**config.mk**
```make
export PLATFORM = sky130hd
export DESIGN_NAME = instr_fetch
export DESIGN_NICKNAME = d
export VERILOG_FILES = /design/src/rtl/instr_fetch.sv
export SDC_FILE = /design/constraint.sdc
export NUM_CORES = 1
export LEC_CHECK = 0
export ABC_AREA = 0
export ABC_CLOCK_PERIOD_IN_PS = 3110
export CAP_MARGIN = 20
export CORE_MARGIN = 10
export CORE_UTILIZATION = 54
export CTS_BUF_LIST = sky130_fd_sc_hd__clkbuf_2
export DETAILED_ROUTE_END_ITERATION = 8
export PLACE_DENSITY = 0.82
export SLEW_MARGIN = 20
export SYNTH_ARGS = -nofsm -noshare
export SYNTH_HDL_FRONTEND = slang
export SYNTH_SLANG_ARGS = --single-unit
```
**constraint.sdc**
```tcl
create_clock -name clk -period 3.11 [get_ports clk]
set_input_delay 0.4665 -clock clk [delete_from_list [all_inputs] [get_ports clk]]
set_output_delay 0.4665 -clock clk [all_outputs]
set_load 0.02 [all_outputs]
```
**src/rtl/instr_fetch.sv**
```systemverilog
// instr_fetch -- instruction fetch unit with a 2-entry {pc, instr} buffer.
//
// The unit issues word-aligned requests to instruction memory and buffers up to
// two returned words. The decoder sees the head entry directly from flops.
// A redirect (PCSrc_i) flushes the buffer and restarts fetching at the target.
// A request already issued to memory is never cancelled. If the redirect
// arrives while a request is still waiting, the unit enters DROP. In DROP it
// keeps the old request up until the ack arrives, then discards the returned
// data.
//
// Handshakes:
//   imem: imem_req_o/imem_addr_o stay asserted and stable until imem_ack_i=1.
//         imem_rdata_i is captured in the ack cycle. An ack may arrive in the
//         first cycle of a request.
//   decoder: an entry transfers on a rising edge where
//         instr_valid_o & instr_ready_i. While instr_valid_o=1 and
//         instr_ready_i=0, instr_o/pc_o hold their values.
//
// Ports:
//   clk, rst          clock; synchronous active-high reset
//   PCSrc_i           redirect request (sampled every cycle)
//   PCTarget_i        redirect address; bits [1:0] are ignored
//   imem_req_o        memory request
//   imem_addr_o       memory request address
//   imem_ack_i        memory response valid
//   imem_rdata_i      memory response data
//   instr_o           instruction at the buffer head
//   pc_o              address of instr_o
//   instr_valid_o     the head entry is valid
//   instr_ready_i     the decoder accepts the head entry
//   state_dbg_o       current FSM state (0=IDLE, 1=REQ, 2=DROP)
module instr_fetch #(
  parameter int          INSTR_WIDTH = 32,
  parameter logic [31:0] RESET_PC    = 32'h0000_0000
) (
  input  logic                   clk,
  input  logic                   rst,
  input  logic                   PCSrc_i,
  input  logic [31:0]            PCTarget_i,
  output logic                   imem_req_o,
  output logic [31:0]            imem_addr_o,
  input  logic                   imem_ack_i,
  input  logic [INSTR_WIDTH-1:0] imem_rdata_i,
  output logic [INSTR_WIDTH-1:0] instr_o,
  output logic [31:0]            pc_o,
  output logic                   instr_valid_o,
  input  logic                   instr_ready_i,
  output logic [1:0]             state_dbg_o
);

  typedef enum logic [1:0] {
    S_IDLE = 2'd0,
    S_REQ  = 2'd1,
    S_DROP = 2'd2
  } state_e;

  state_e                 state_q, state_d;
  // fetch_pc_q is the address being requested. In DROP it still holds the
  // stale address while target_q holds the latest redirect target.
  logic [31:0]            fetch_pc_q, fetch_pc_d;
  logic [31:0]            target_q, target_d;
  // Shift-style buffer: entry 0 is always the head.
  logic [31:0]            e0_pc_q, e0_pc_d, e1_pc_q, e1_pc_d;
  logic [INSTR_WIDTH-1:0] e0_instr_q, e0_instr_d, e1_instr_q, e1_instr_d;
  logic                   e0_vld_q, e0_vld_d, e1_vld_q, e1_vld_d;

  logic        pop;
  logic        push;
  logic        req;
  logic [1:0]  occ_after_pop;
  logic [31:0] tgt_aligned;

  always_comb begin
    state_d    = state_q;
    fetch_pc_d = fetch_pc_q;
    target_d   = target_q;
    e0_pc_d    = e0_pc_q;
    e0_instr_d = e0_instr_q;
    e0_vld_d   = e0_vld_q;
    e1_pc_d    = e1_pc_q;
    e1_instr_d = e1_instr_q;
    e1_vld_d   = e1_vld_q;
    push       = 1'b0;
    req        = 1'b0;

    tgt_aligned   = {PCTarget_i[31:2], 2'b00};
    pop           = e0_vld_q & instr_ready_i;
    occ_after_pop = {1'b0, e0_vld_q} + {1'b0, e1_vld_q} - {1'b0, pop};

    case (state_q)
      S_IDLE: begin
        if (PCSrc_i) begin
          fetch_pc_d = tgt_aligned;
          state_d    = S_REQ;
        end else if (occ_after_pop < 2'd2) begin
          state_d = S_REQ;
        end
      end
      S_REQ: begin
        req = 1'b1;
        if (PCSrc_i) begin
          if (imem_ack_i) begin
            fetch_pc_d = tgt_aligned;
          end else begin
            target_d = tgt_aligned;
            state_d  = S_DROP;
          end
        end else if (imem_ack_i) begin
          push       = 1'b1;
          fetch_pc_d = fetch_pc_q + 32'd4;
          // Keep requesting only if a slot is still free after this push.
          if (occ_after_pop != 2'd0) state_d = S_IDLE;
        end
      end
      S_DROP: begin
        req = 1'b1;
        if (PCSrc_i) target_d = tgt_aligned;
        if (imem_ack_i) begin
          fetch_pc_d = PCSrc_i ? tgt_aligned : target_q;
          state_d    = S_REQ;
        end
      end
      default: state_d = S_IDLE;
    endcase

    if (PCSrc_i) begin
      // Flush. A pop in this same cycle has already been completed.
      e0_vld_d = 1'b0;
      e1_vld_d = 1'b0;
    end else begin
      if (pop) begin
        e0_pc_d    = e1_pc_q;
        e0_instr_d = e1_instr_q;
        e0_vld_d   = e1_vld_q;
        e1_vld_d   = 1'b0;
      end
      if (push) begin
        if (!e0_vld_d) begin
          e0_pc_d    = fetch_pc_q;
          e0_instr_d = imem_rdata_i;
          e0_vld_d   = 1'b1;
        end else begin
          e1_pc_d    = fetch_pc_q;
          e1_instr_d = imem_rdata_i;
          e1_vld_d   = 1'b1;
        end
      end
    end
  end

  always_ff @(posedge clk) begin
    if (rst) begin
      state_q    <= S_IDLE;
      fetch_pc_q <= RESET_PC;
      target_q   <= RESET_PC;
      e0_pc_q    <= '0;
      e0_instr_q <= '0;
      e0_vld_q   <= 1'b0;
      e1_pc_q    <= '0;
      e1_instr_q <= '0;
      e1_vld_q   <= 1'b0;
    end else begin
      state_q    <= state_d;
      fetch_pc_q <= fetch_pc_d;
      target_q   <= target_d;
      e0_pc_q    <= e0_pc_d;
      e0_instr_q <= e0_instr_d;
      e0_vld_q   <= e0_vld_d;
      e1_pc_q    <= e1_pc_d;
      e1_instr_q <= e1_instr_d;
      e1_vld_q   <= e1_vld_d;
    end
  end

  assign imem_req_o    = req;
  assign imem_addr_o   = fetch_pc_q;
  assign instr_o       = e0_instr_q;
  assign pc_o          = e0_pc_q;
  assign instr_valid_o = e0_vld_q;
  assign state_dbg_o   = state_q;

endmodule

```
==> summary.md, run 1 <==
| Metric | Value |
|---|---|
| Status | `complete, no violations` |
| I/O Pins | `169` |
| Critical Path Start | `state_dbg_o[1]` |
| Setup Skew | `0.0182 ns` |
| Row Count | `47` |
| Antenna Nets Post-Route | `0` |
| Die H | `between 100 and 150 um` |
| Setup bufs post-CTS | `0` |
| Critical path fanouts, max | `25` |
| Initial DRT Pass Iterations | `6` |
| Post-DP Area | `10900 um^2` |
| Yosys cell types | `58` |
| Smallest hold slack | `about 0.2 ns` |
| Register area share after synthesis | `0.437` |
| Final #Nets | `1352` |
| Min Clock Period, post-route | `2.78 ns` |
| Filler instances | `approximately 1400` |
| Area share of the largest cell type after synthesis | `0.437` |
| Global-route wire length before repair | `43.0 mm` |
| CTS Buffer Depth | `2` |
| Clock Sinks | `196` |
| Dpl hpwl | `around 18 mm` |
| YS warnings | `0` |
| Largest net degree at the start of global routing | `148` |
| Mux contribution to synthesized area | `0.00668` |
| Endpoints failing setup | `0` |
| Final TNS setup | `0 ns` |
| Wirelength, routed | `26.9 mm` |
| Slew of the pin with the lowest slew margin | `0.777 ns` |
| Initial DRC Count | `~1100` |
| Most instantiated library cell after synthesis | `nand2_1` |
| Starting density of the core | `0.546` |
| Simple-gate share of the synthesized area | `0.253` |
| Synth Area in Compound Gates | `0.238` |
| Fraction of registers with async set/reset | `0` |
| Synthesized instance count | `approximately 1200` |
| Crit. End Element | `output pin` |
| Fmax | `about 0.36 GHz` |
| Worst setup SP type | `register` |
| WP data arrival | `roughly 2.3 ns` |
| Worst Hold Class | `in2reg` |
| Num CTS Buffers | `17` |
| Post-Place Worst Slack | `~0.28 ns` |
| Initial antenna violation count | `1` |
| PortBufs | `166` |
| Largest family of logic cells by synthesized area | `simple AND/OR/NAND/NOR gates` |
| FF+latch count, synth | `just under 200` |
| DR vias/cell | `5.93` |
| Detailed-route via count | `8944` |
| Worst-Skew Late Latency | `between 0.7 and 0.8 ns` |
| Die area | `around 22000 um^2` |
| Area growth syn-to-layout | `24.1%` |
| CP endpoint | `imem_req_o` |
| Core area | `approximately 16000 um^2` |
| H-Tree Depth | `4` |
| Net Count, Synth | `1237` |
| Total gr overflow | `0` |
| Post-synth EDFFs | `0` |
| Reg2reg path depth | `8` |
| Design area | `11200 um^2` |
| Final Cycle Share | `0.894` |
| Post-synth top flop | `dfxtp_1` |
| RSZ-0062 raised after global routing | `false` |
| R2R Path End | `imem_addr_o[10]` |
| CP Data Required Time | `between 2 and 3 ns` |
| Reg-to-reg startpoint | `state_dbg_o[1]` |
| Synth Cell Area | `approximately 9000 um^2` |
| Adder-Cell Fraction of Synth Area | `0.0111` |
| Clock Pin Slew Worst Setup and Hold Paths | `0.29 ns` |
| Maximum VDD drop | `0.000273 V` |
| TritonCTS clock tree | `done` |
| Vias in the first global route | `8229` |
| Max Cap Viol | `0` |
| DRC Markers | `0` |
| Top cells by area in the synthesized netlist | `dfxtp_1 (44%), nand2_1 (8.9%), a21oi_1 (6.1%)` |
| Setup ws final | `0.331 ns` |
| Synth top cells by count | `nand2_1 (212), dfxtp_1 (196), a21oi_1 (110)` |
| Share of layout cells above drive strength 1 | `0.0637` |
| Synth area leader | `dfxtp_1` |
| Power Dens Cells | `535 nW/um^2` |
| Die extent in x | `149 um` |
| Final hold vios | `0` |
| Avg Inst Size Synth | `7.75 um^2` |
| Total GRT Usage | `0.237` |
| R2R Setup Slk | `between 0.5 and 0.6 ns` |
| WL per Instance | `17.8 um` |
| Rel. slew slack | `0.482` |
| GPL Wtd Cong | `~0.90` |
| CTS Root Cell | `clkbuf_2` |
| Leakage | `3.78 nW` |
| Crit Path Class | `reg2out` |
| Synth Area in XOR/XNOR | `0.00390` |
| Fin. max-slew vios | `0` |
## how the worst min path moves through the flow
stage                     slack [ns]  cells after the start             start              to
after CTS                       0.13                      3  imem_rdata_i[14]  e1_instr_q[14]
after global routing            0.12                      3  imem_rdata_i[10]  e1_instr_q[10]
after global placement          0.44                      2    e1_instr_q[17]  e1_instr_q[17]
after floorplan                 0.43                      2     e1_instr_q[0]   e1_instr_q[0]
final                           0.20                      3  imem_rdata_i[14]  e1_instr_q[14]
after detailed placement        0.44                      2     e1_instr_q[4]   e1_instr_q[4]
## layout by cell type (no fill, tap or decap), types with 15 or more instances in the layout
cell / n
nand2_1: 211
dfxtp_1: 196
clkdlybuf4s50_1: 164
a21oi_1: 108
nor2_1: 101
o21ai_0: 91
a211oi_1: 69
or3_1: 67
buf_4: 29
clkbuf_2: 17
a221oi_1: 16
nand3_1: 15
## state kept, by name (all words and copies together), names as in the netlist
signal and count:
e1_vld_q 1, instr_valid_o 1, instr_o 32, state_dbg_o 2
target_q 32, imem_addr_o 32, e1_pc_q 32, pc_o 32
e1_instr_q 32
## cells by family after synthesis
family	count (synthesis)
and+or+nand+nor	483
xor gates and xnor gates	4
DFF	196
buffers and inverters	117
AOI/OAI and AO/OA	346
adders and majority gates	8
muxes	6
## through the flow
| step | utilization | cells | total power (W) |
|---|---|---|---|
| after floorplan | - | 1160 | 0.00381 |
| after global placement | 0.660 | 1475 | 0.00452 |
| after detailed placement | 0.660 | 1475 | 0.00456 |
| after CTS | 0.677 | 1507 | 0.00597 |
| after global routing | 0.678 | 1508 | 0.00626 |
| final | 0.678 | 1508 | 0.00597 |
## area by class of cell
cell class,instances,area (um^2),area share
clock inverter,14,199,0.0178
tap,220,275,0.0247
antenna,1,2.50,0.000224
clock buffer,17,85.1,0.00763
multi-input combinational,847,4650,0.417
sequential,196,3920,0.352
inverter,13,48.8,0.00437
timing repair buffer,200,1970,0.177
## routing by layer
| metal | track usage | vias to the layer above | part of all wire |
|---|---|---|---|
| li1 | - | 4360 | - |
| met1 | 0.317 | 4176 | 0.44 |
| met2 | 0.370 | 371 | 0.46 |
| met3 | 0.0525 | 37 | 0.083 |
| met4 | 0.0761 | 0 | 0.018 |
| met5 | 0 | - | 0 |
## power breakdown
group | internal, W | switching (W) | leakage (nW)
Sequential | 0.00270 | 0.000247 | 1.59
Clock | 0.000540 | 0.000894 | 0.168
Combinational | 0.000682 | 0.000907 | 2.02
Total | 0.00392 | 0.00205 | 3.78
## what timing repair did
action	4_1_cts	5_1_grt
endpoints found under the setup margin	1	0
gates resized for setup	1	0
hold endpoints to repair	2	0
hold buffers	1	0
## worst max-delay path, stage by stage, from the launching register on
cell and delay, ns:
dfxtp_1 0.46, inv_1 0.09, ha_1 0.31, buf_4 0.29, dlygate4sd2_1 0.38
Note: power is estimated with default switching activity, not from simulation.
==> run 2: changes to the inputs <==
--- a/config.mk
+++ b/config.mk
@@ -8,10 +8,13 @@
 export ABC_AREA = 0
 export ABC_CLOCK_PERIOD_IN_PS = 3110
 export CAP_MARGIN = 20
+export CORE_ASPECT_RATIO = 1.75
 export CORE_MARGIN = 10
 export CORE_UTILIZATION = 54
 export CTS_BUF_LIST = sky130_fd_sc_hd__clkbuf_2
 export DETAILED_ROUTE_END_ITERATION = 8
+export GPL_ROUTABILITY_DRIVEN = 0
+export GPL_TIMING_DRIVEN = 0
 export PLACE_DENSITY = 0.82
 export SLEW_MARGIN = 20
 export SYNTH_ARGS = -nofsm -noshare
==> summary.md, run 2 (synthesis gave the netlist of run 1 again) <==
| Metric | Value |
|---|---|
| Maximum VDD drop | `0.000255 V (-6.7%)` |
| Clock Pin Slew Worst Setup and Hold Paths | `0.32 ns (+0.03 ns)` |
| CTS Buffer Depth | `2 (unchanged)` |
| CP Data Required Time | `2.64 ns (about the same)` |
| Area growth syn-to-layout | `24.0% (about the same)` |
| Starting density of the core | `0.549 (+0.00325)` |
| Reg2reg path depth | `11 (+3)` |
| Setup Skew | `0.0642 ns (+0.0460 ns)` |
| Post-DP Area | `10900 um^2 (+0.45%)` |
| DR vias/cell | `5.92 (-0.21%)` |
| Wirelength, routed | `29.3 mm (+8.9%)` |
| Fin. max-slew vios | `0 (unchanged)` |
| Num CTS Buffers | `17 (unchanged)` |
| Die extent in x | `118 um (-21%)` |
| Endpoints failing setup | `0 (unchanged)` |
| Critical Path Start | `state_dbg_o[0]` |
| WP data arrival | `2.50 ns (+0.19 ns)` |
| CP Depth | `3 (-1)` |
| Dpl hpwl | `22.5 mm (+25%)` |
| Total GRT Usage | `0.254 (+0.0178)` |
| Status | `complete, no violations` |
| Clock Sinks | `196 (unchanged)` |
| Initial antenna violation count | `1 (unchanged)` |
| TritonCTS clock tree | `done` |
| Final TNS setup | `0 ns (unchanged)` |
| Total gr overflow | `0 (unchanged)` |
| Commonest non-fill, non-tap cells in the layout | `nand2_1 (212), dfxtp_1 (195), clkdlybuf4s50_1 (164), a21oi_1 (110), nor2_1 (102)` |
| Leakage | `3.71 nW (-1.9%)` |
| Top delay family on crit path | `buffers and inverters` |
| CP cell instances | `inv_1 -> ha_2 -> clkdlybuf4s50_1` |
| Initial DRT Pass Iterations | `7 (+1)` |
| R2R Setup Slk | `0.15 ns (-0.38 ns)` |
| RSZ-0062 raised after global routing | `false` |
| Post-Place Cells | `1548 (+4.9%)` |
| Core area | `16400 um^2 (-0.59%)` |
| Worst-Skew Late Latency | `0.82 ns (+0.03 ns)` |
| Max Cap Viol | `0 (unchanged)` |
| Detailed-route via count | `9351 (+4.6%)` |
| Die H | `191 um (+28%)` |
| Final hold vios | `0 (unchanged)` |
| Final #Nets | `1419 (+5.0%)` |
| Initial DRC Count | `681 (-38%)` |
| Commonest non-fill, non-tap cell in the layout | `nand2_1` |
| Filler instances | `1412 (-0.14%)` |
| Crit path largest cell delay | `0.65 ns (+0.19 ns)` |
| CTS Root Cell | `clkbuf_2` |
| CTS Hold Bufs | `0 (-1)` |
| H-Tree Depth | `4 (unchanged)` |
| Die area | `22400 um^2 (+0.91%)` |
| Critical path fanouts, max | `8 (-68%)` |
| Crit. End Element | `output pin` |
| Post-Place Worst Slack | `-0.557 ns (-0.835 ns)` |
| Cell Count, Final, Fillers Out | `1580 (+4.8%)` |
| Setup bufs post-CTS | `0 (unchanged)` |
| DRC Markers | `0 (unchanged)` |
| Final Cycle Share | `0.955 (+0.0612)` |
| Power Dens Cells | `521 nW/um^2 (-2.6%)` |
| Buffers & Inverters on Critical Path | `2 (-1)` |
| Antenna Nets Post-Route | `0 (unchanged)` |
| Rel. slew slack | `0.392 (-0.0895)` |
| Largest net degree at the start of global routing | `19 (-87%)` |
| Slew of the pin with the lowest slew margin | `0.911 ns (+0.134 ns)` |
| Finished Core Util | `0.681 (+0.00350)` |
| I/O Pins | `169 (unchanged)` |
| Fmax | `0.337 GHz (-6.4%)` |
| WL per Instance | `18.5 um (+3.9%)` |
| PortBufs | `164 (-1.2%)` |
| R2R Path End | `state_dbg_o[0]` |
| Vias in the first global route | `9029 (+9.7%)` |
| Reg-to-reg startpoint | `instr_valid_o` |
| Worst setup SP type | `register` |
| Setup ws final | `0.141 ns (-0.190 ns)` |
| Design area | `11100 um^2 (about the same)` |
| CP endpoint | `imem_req_o` |
| Row Count | `62 (+32%)` |
| Worst Hold Class | `in2reg` |
| Min Clock Period, post-route | `2.97 ns (+0.190 ns)` |
| Crit Path Class | `reg2out` |
| Share of layout cells above drive strength 1 | `0.0406 (-0.0231)` |
| Critical-path top delay cell | `clkdlybuf4s50_1` |
| Global-route wire length before repair | `47.0 mm (+9.1%)` |
[run 2: cell types whose count changed in the layout (fill, tap and decap cells not counted), moves of 3 or more]
cell       change
buf_4         -29
bufinv_16      -3
buf_12         -4
buf_1          +5
inv_8          +3
buf_2          +8
clkbuf_2       +3
clkbuf_1      +87
[run 2: power by group]
part           internal [W]  switching [W]
registers           0.00270       0.000213
logic              0.000658       0.000978
clock network      0.000314       0.000946
[run 2: worst min-delay path by stage]
stage | from | to | slack (ns) | depth (start not counted)
floorplan | e1_instr_q[0] | e1_instr_q[0] | 0.43 | 2
global placement | e1_instr_q[29] | e1_instr_q[29] | 0.44 | 2
finish | imem_rdata_i[27] | e1_instr_q[27] | 0.18 | 3
global route | PCTarget_i[3] | target_q[3] | 0.15 | 3
detailed placement | e1_pc_q[28] | e1_pc_q[28] | 0.44 | 2
CTS | imem_rdata_i[27] | e1_instr_q[27] | 0.13 | 3
[run 2: cell type report]
cell class              count  area (um^2)  area share
plain buffers             103          400      0.0359
inverters                  13         48.8     0.00438
diodes                      1         2.50    0.000224
flip-flops and latches    196         3930       0.352
multi-input cells         847         4620       0.414
clock buffers              17         85.1     0.00763
repair buffers            164         1640       0.147
well taps                 224          280      0.0251
clock inverters            15          144      0.0129
[run 2: per-stage QoR]
| step | hold WS (ns) | total power, W |
|---|---|---|
| after floorplan | 0.432 | 0.00381 |
| after global placement | 0.437 | 0.00454 |
| after detailed placement | 0.442 | 0.00456 |
| after CTS | 0.132 | 0.00579 |
| after global routing | 0.153 | 0.00606 |
| final | 0.176 | 0.00581 |
[run 2: metal layers]
| layer | track usage | vias up | wire (um) |
|---|---|---|---|
| met5 | 0 | - | 0 |
| met4 | 0.170 | 0 | 1640 |
| met3 | 0.0495 | 112 | 1860 |
| met2 | 0.461 | 437 | 15100 |
| met1 | 0.260 | 4309 | 10700 |
| li1 | - | 4493 | - |
[run 2: worst register-to-register path: cells and delay by family (launching register included)]
family                   cells  cell delay [ns]
flip-flops                   1             0.46
adder cells (fa/ha/maj)      2             0.59
AO/OA/AOI/OAI                3             0.50
AND/OR/NAND/NOR              3             0.85
buffers and inverters        3             0.51
[run 2: timing repair]
action | CTS | global route
setup endpoints to repair | 1 | 28
hold endpoints to repair | 0 | 0
gates resized for setup | 1 | 6
==> run 3: changes to the inputs <==
--- a/config.mk
+++ b/config.mk
@@ -9,13 +9,12 @@
 export ABC_CLOCK_PERIOD_IN_PS = 3110
 export CAP_MARGIN = 20
 export CORE_ASPECT_RATIO = 1.75
-export CORE_MARGIN = 10
-export CORE_UTILIZATION = 54
+export CORE_MARGIN = 2
+export CORE_UTILIZATION = 40
 export CTS_BUF_LIST = sky130_fd_sc_hd__clkbuf_2
 export DETAILED_ROUTE_END_ITERATION = 8
 export GPL_ROUTABILITY_DRIVEN = 0
-export GPL_TIMING_DRIVEN = 0
-export PLACE_DENSITY = 0.82
+export PLACE_DENSITY = 0.64
 export SLEW_MARGIN = 20
 export SYNTH_ARGS = -nofsm -noshare
 export SYNTH_HDL_FRONTEND = slang
==> summary.md, run 3 (synthesis gave the netlist of run 1 again) <==
| Metric | Value |
|---|---|
| Final hold vios | `0 (unchanged)` |
| Fin. max-slew vios | `0 (unchanged)` |
| I/O Pins | `169 (unchanged)` |
| Crit. End Element | `output pin` |
| Worst setup SP type | `register` |
| PortBufs | `166 (+1.2%)` |
| Maximum VDD drop | `0.000305 V (+20%)` |
| Status | `complete, no violations` |
| Starting density of the core | `0.407 (-0.142)` |
| Cell Count, Final, Fillers Out | `1593 (+0.82%)` |
| CP Data Required Time | `2.64 ns (about the same)` |
| Min Clock Period, post-route | `2.85 ns (-0.114 ns)` |
| DRC Markers | `0 (unchanged)` |
| Die H | `202 um (+6.1%)` |
| Total gr overflow | `0 (unchanged)` |
| RSZ-0062 raised after global routing | `false` |
| Endpoints failing setup | `0 (unchanged)` |
| Initial DRT Pass Iterations | `5 (-2)` |
| DR vias/cell | `5.49 (-7.3%)` |
| Fmax | `0.350 GHz (+4.0%)` |
| Die extent in x | `117 um (-0.18%)` |
| Total Power | `0.00582 W (+0.16%)` |
| Finished Core Util | `0.510 (-0.171)` |
| Area growth syn-to-layout | `25.3%` |
| CTS Buffer Depth | `2 (unchanged)` |
| Setup Skew | `0.0247 ns (-0.0395 ns)` |
| Core area | `22100 um^2 (+35%)` |
| Power Dens Cells | `517 nW/um^2 (-0.86%)` |
| Clock Pin Slew Worst Setup and Hold Paths | `0.26 ns (-0.06 ns)` |
| Critical path fanouts, max | `19 (+11)` |
| Final TNS setup | `0 ns (unchanged)` |
| Post-Place Cells | `1560 (+0.78%)` |
| Dpl hpwl | `18.2 mm (-19%)` |
| Initial DRC Count | `512 (-25%)` |
| Share of layout cells above drive strength 1 | `0.0702 (+0.0296)` |
| WL per Instance | `17.1 um (-7.5%)` |
| Worst Hold Class | `in2reg` |
| Final #Nets | `1361 (-4.1%)` |
| Die area | `23700 um^2 (+5.9%)` |
| Crit Path Class | `reg2out` |
| Clock Sinks | `196 (unchanged)` |
| Max Cap Viol | `0 (unchanged)` |
| Rel. slew slack | `0.418 (+0.0256)` |
| CTS Root Cell | `clkbuf_2` |
| Detailed-route via count | `8738 (-6.6%)` |
| Wirelength, routed | `27.3 mm (-6.8%)` |
| Antenna Nets Post-Route | `0 (unchanged)` |
| Initial antenna violation count | `1 (unchanged)` |
| Global-route wire length before repair | `43.9 mm (-6.4%)` |
| Commonest non-fill, non-tap cells in the layout | `nand2_1 (211), dfxtp_1 (194), clkdlybuf4s50_1 (164), a21oi_1 (108), nor2_1 (101)` |
| Worst-Skew Late Latency | `0.81 ns (about the same)` |
| WP data arrival | `2.39 ns (-0.11 ns)` |
| Final Cycle Share | `0.918 (-0.0367)` |
| Total GRT Usage | `0.228 (-0.0262)` |
| Leakage | `3.79 nW (+2.4%)` |
| R2R Setup Slk | `0.65 ns (+0.50 ns)` |
| Slew of the pin with the lowest slew margin | `0.873 ns (-0.0383 ns)` |
| Num CTS Buffers | `17 (unchanged)` |
| H-Tree Depth | `4 (unchanged)` |
| Largest net degree at the start of global routing | `82 (+63)` |
| Commonest non-fill, non-tap cell in the layout | `nand2_1` |
| Vias in the first global route | `8321 (-7.8%)` |
| Setup bufs post-CTS | `0 (unchanged)` |
| Row Count | `72 (+16%)` |
| TritonCTS clock tree | `done` |
## run 3: cell type report
cell class	count	area, um^2
diodes	1	2.50
clock buffers	19	95.1
clock inverters	12	139
fillers	2220	10800
inverters	13	48.8
multi-input cells	847	4650
flip-flops and latches	196	3930
well taps	296	370
repair buffers	209	2030
## run 3: final timing paths
check	startpoint	endpoint	cells past startpoint
setup / recovery	state_dbg_o[0]	imem_req_o	4
hold / removal	imem_rdata_i[9]	e1_instr_q[9]	3
setup reg to reg	instr_valid_o	state_dbg_o[0]	9
hold reg to reg	e1_instr_q[15]	e1_instr_q[15]	2
## run 3: routing by layer
metal	vias to the layer above	wire, um	global-route usage
met5	-	0	0
met4	0	634	0.0843
met3	33	1100	0.0370
met2	218	14500	0.425
met1	4108	11100	0.260
li1	4379	-	-
## run 3: worst max-delay path, cell delays in order, from the launching register on
cell and delay (ns):
dfxtp_2 0.45, inv_1 0.07, ha_1 0.45, buf_6 0.24, dlygate4sd2_1 0.36
## run 3: power breakdown
part	internal [W]	switching (W)	total [W]
registers	0.00270	0.000205	0.00290
clock network	0.000436	0.000852	0.00129
logic	0.000701	0.000926	0.00163
total	0.00384	0.00198	0.00582
## run 3: what timing repair did
item,4_1_cts,5_1_grt
hold endpoints to repair,26,0
gates resized for setup,4,0
hold buffers,1,0
setup endpoints to repair,1,0
## run 3: stage by stage
stage	setup WS (ns)	hold slack, ns	instance area (um^2)
after floorplan	0.380	0.432	8990
after detailed placement	0.277	0.442	11000
final	0.255	0.185	11300
after global placement	0.327	0.437	11000
after CTS	0.212	0.116	11300
after global routing	0.124	0.138	11300
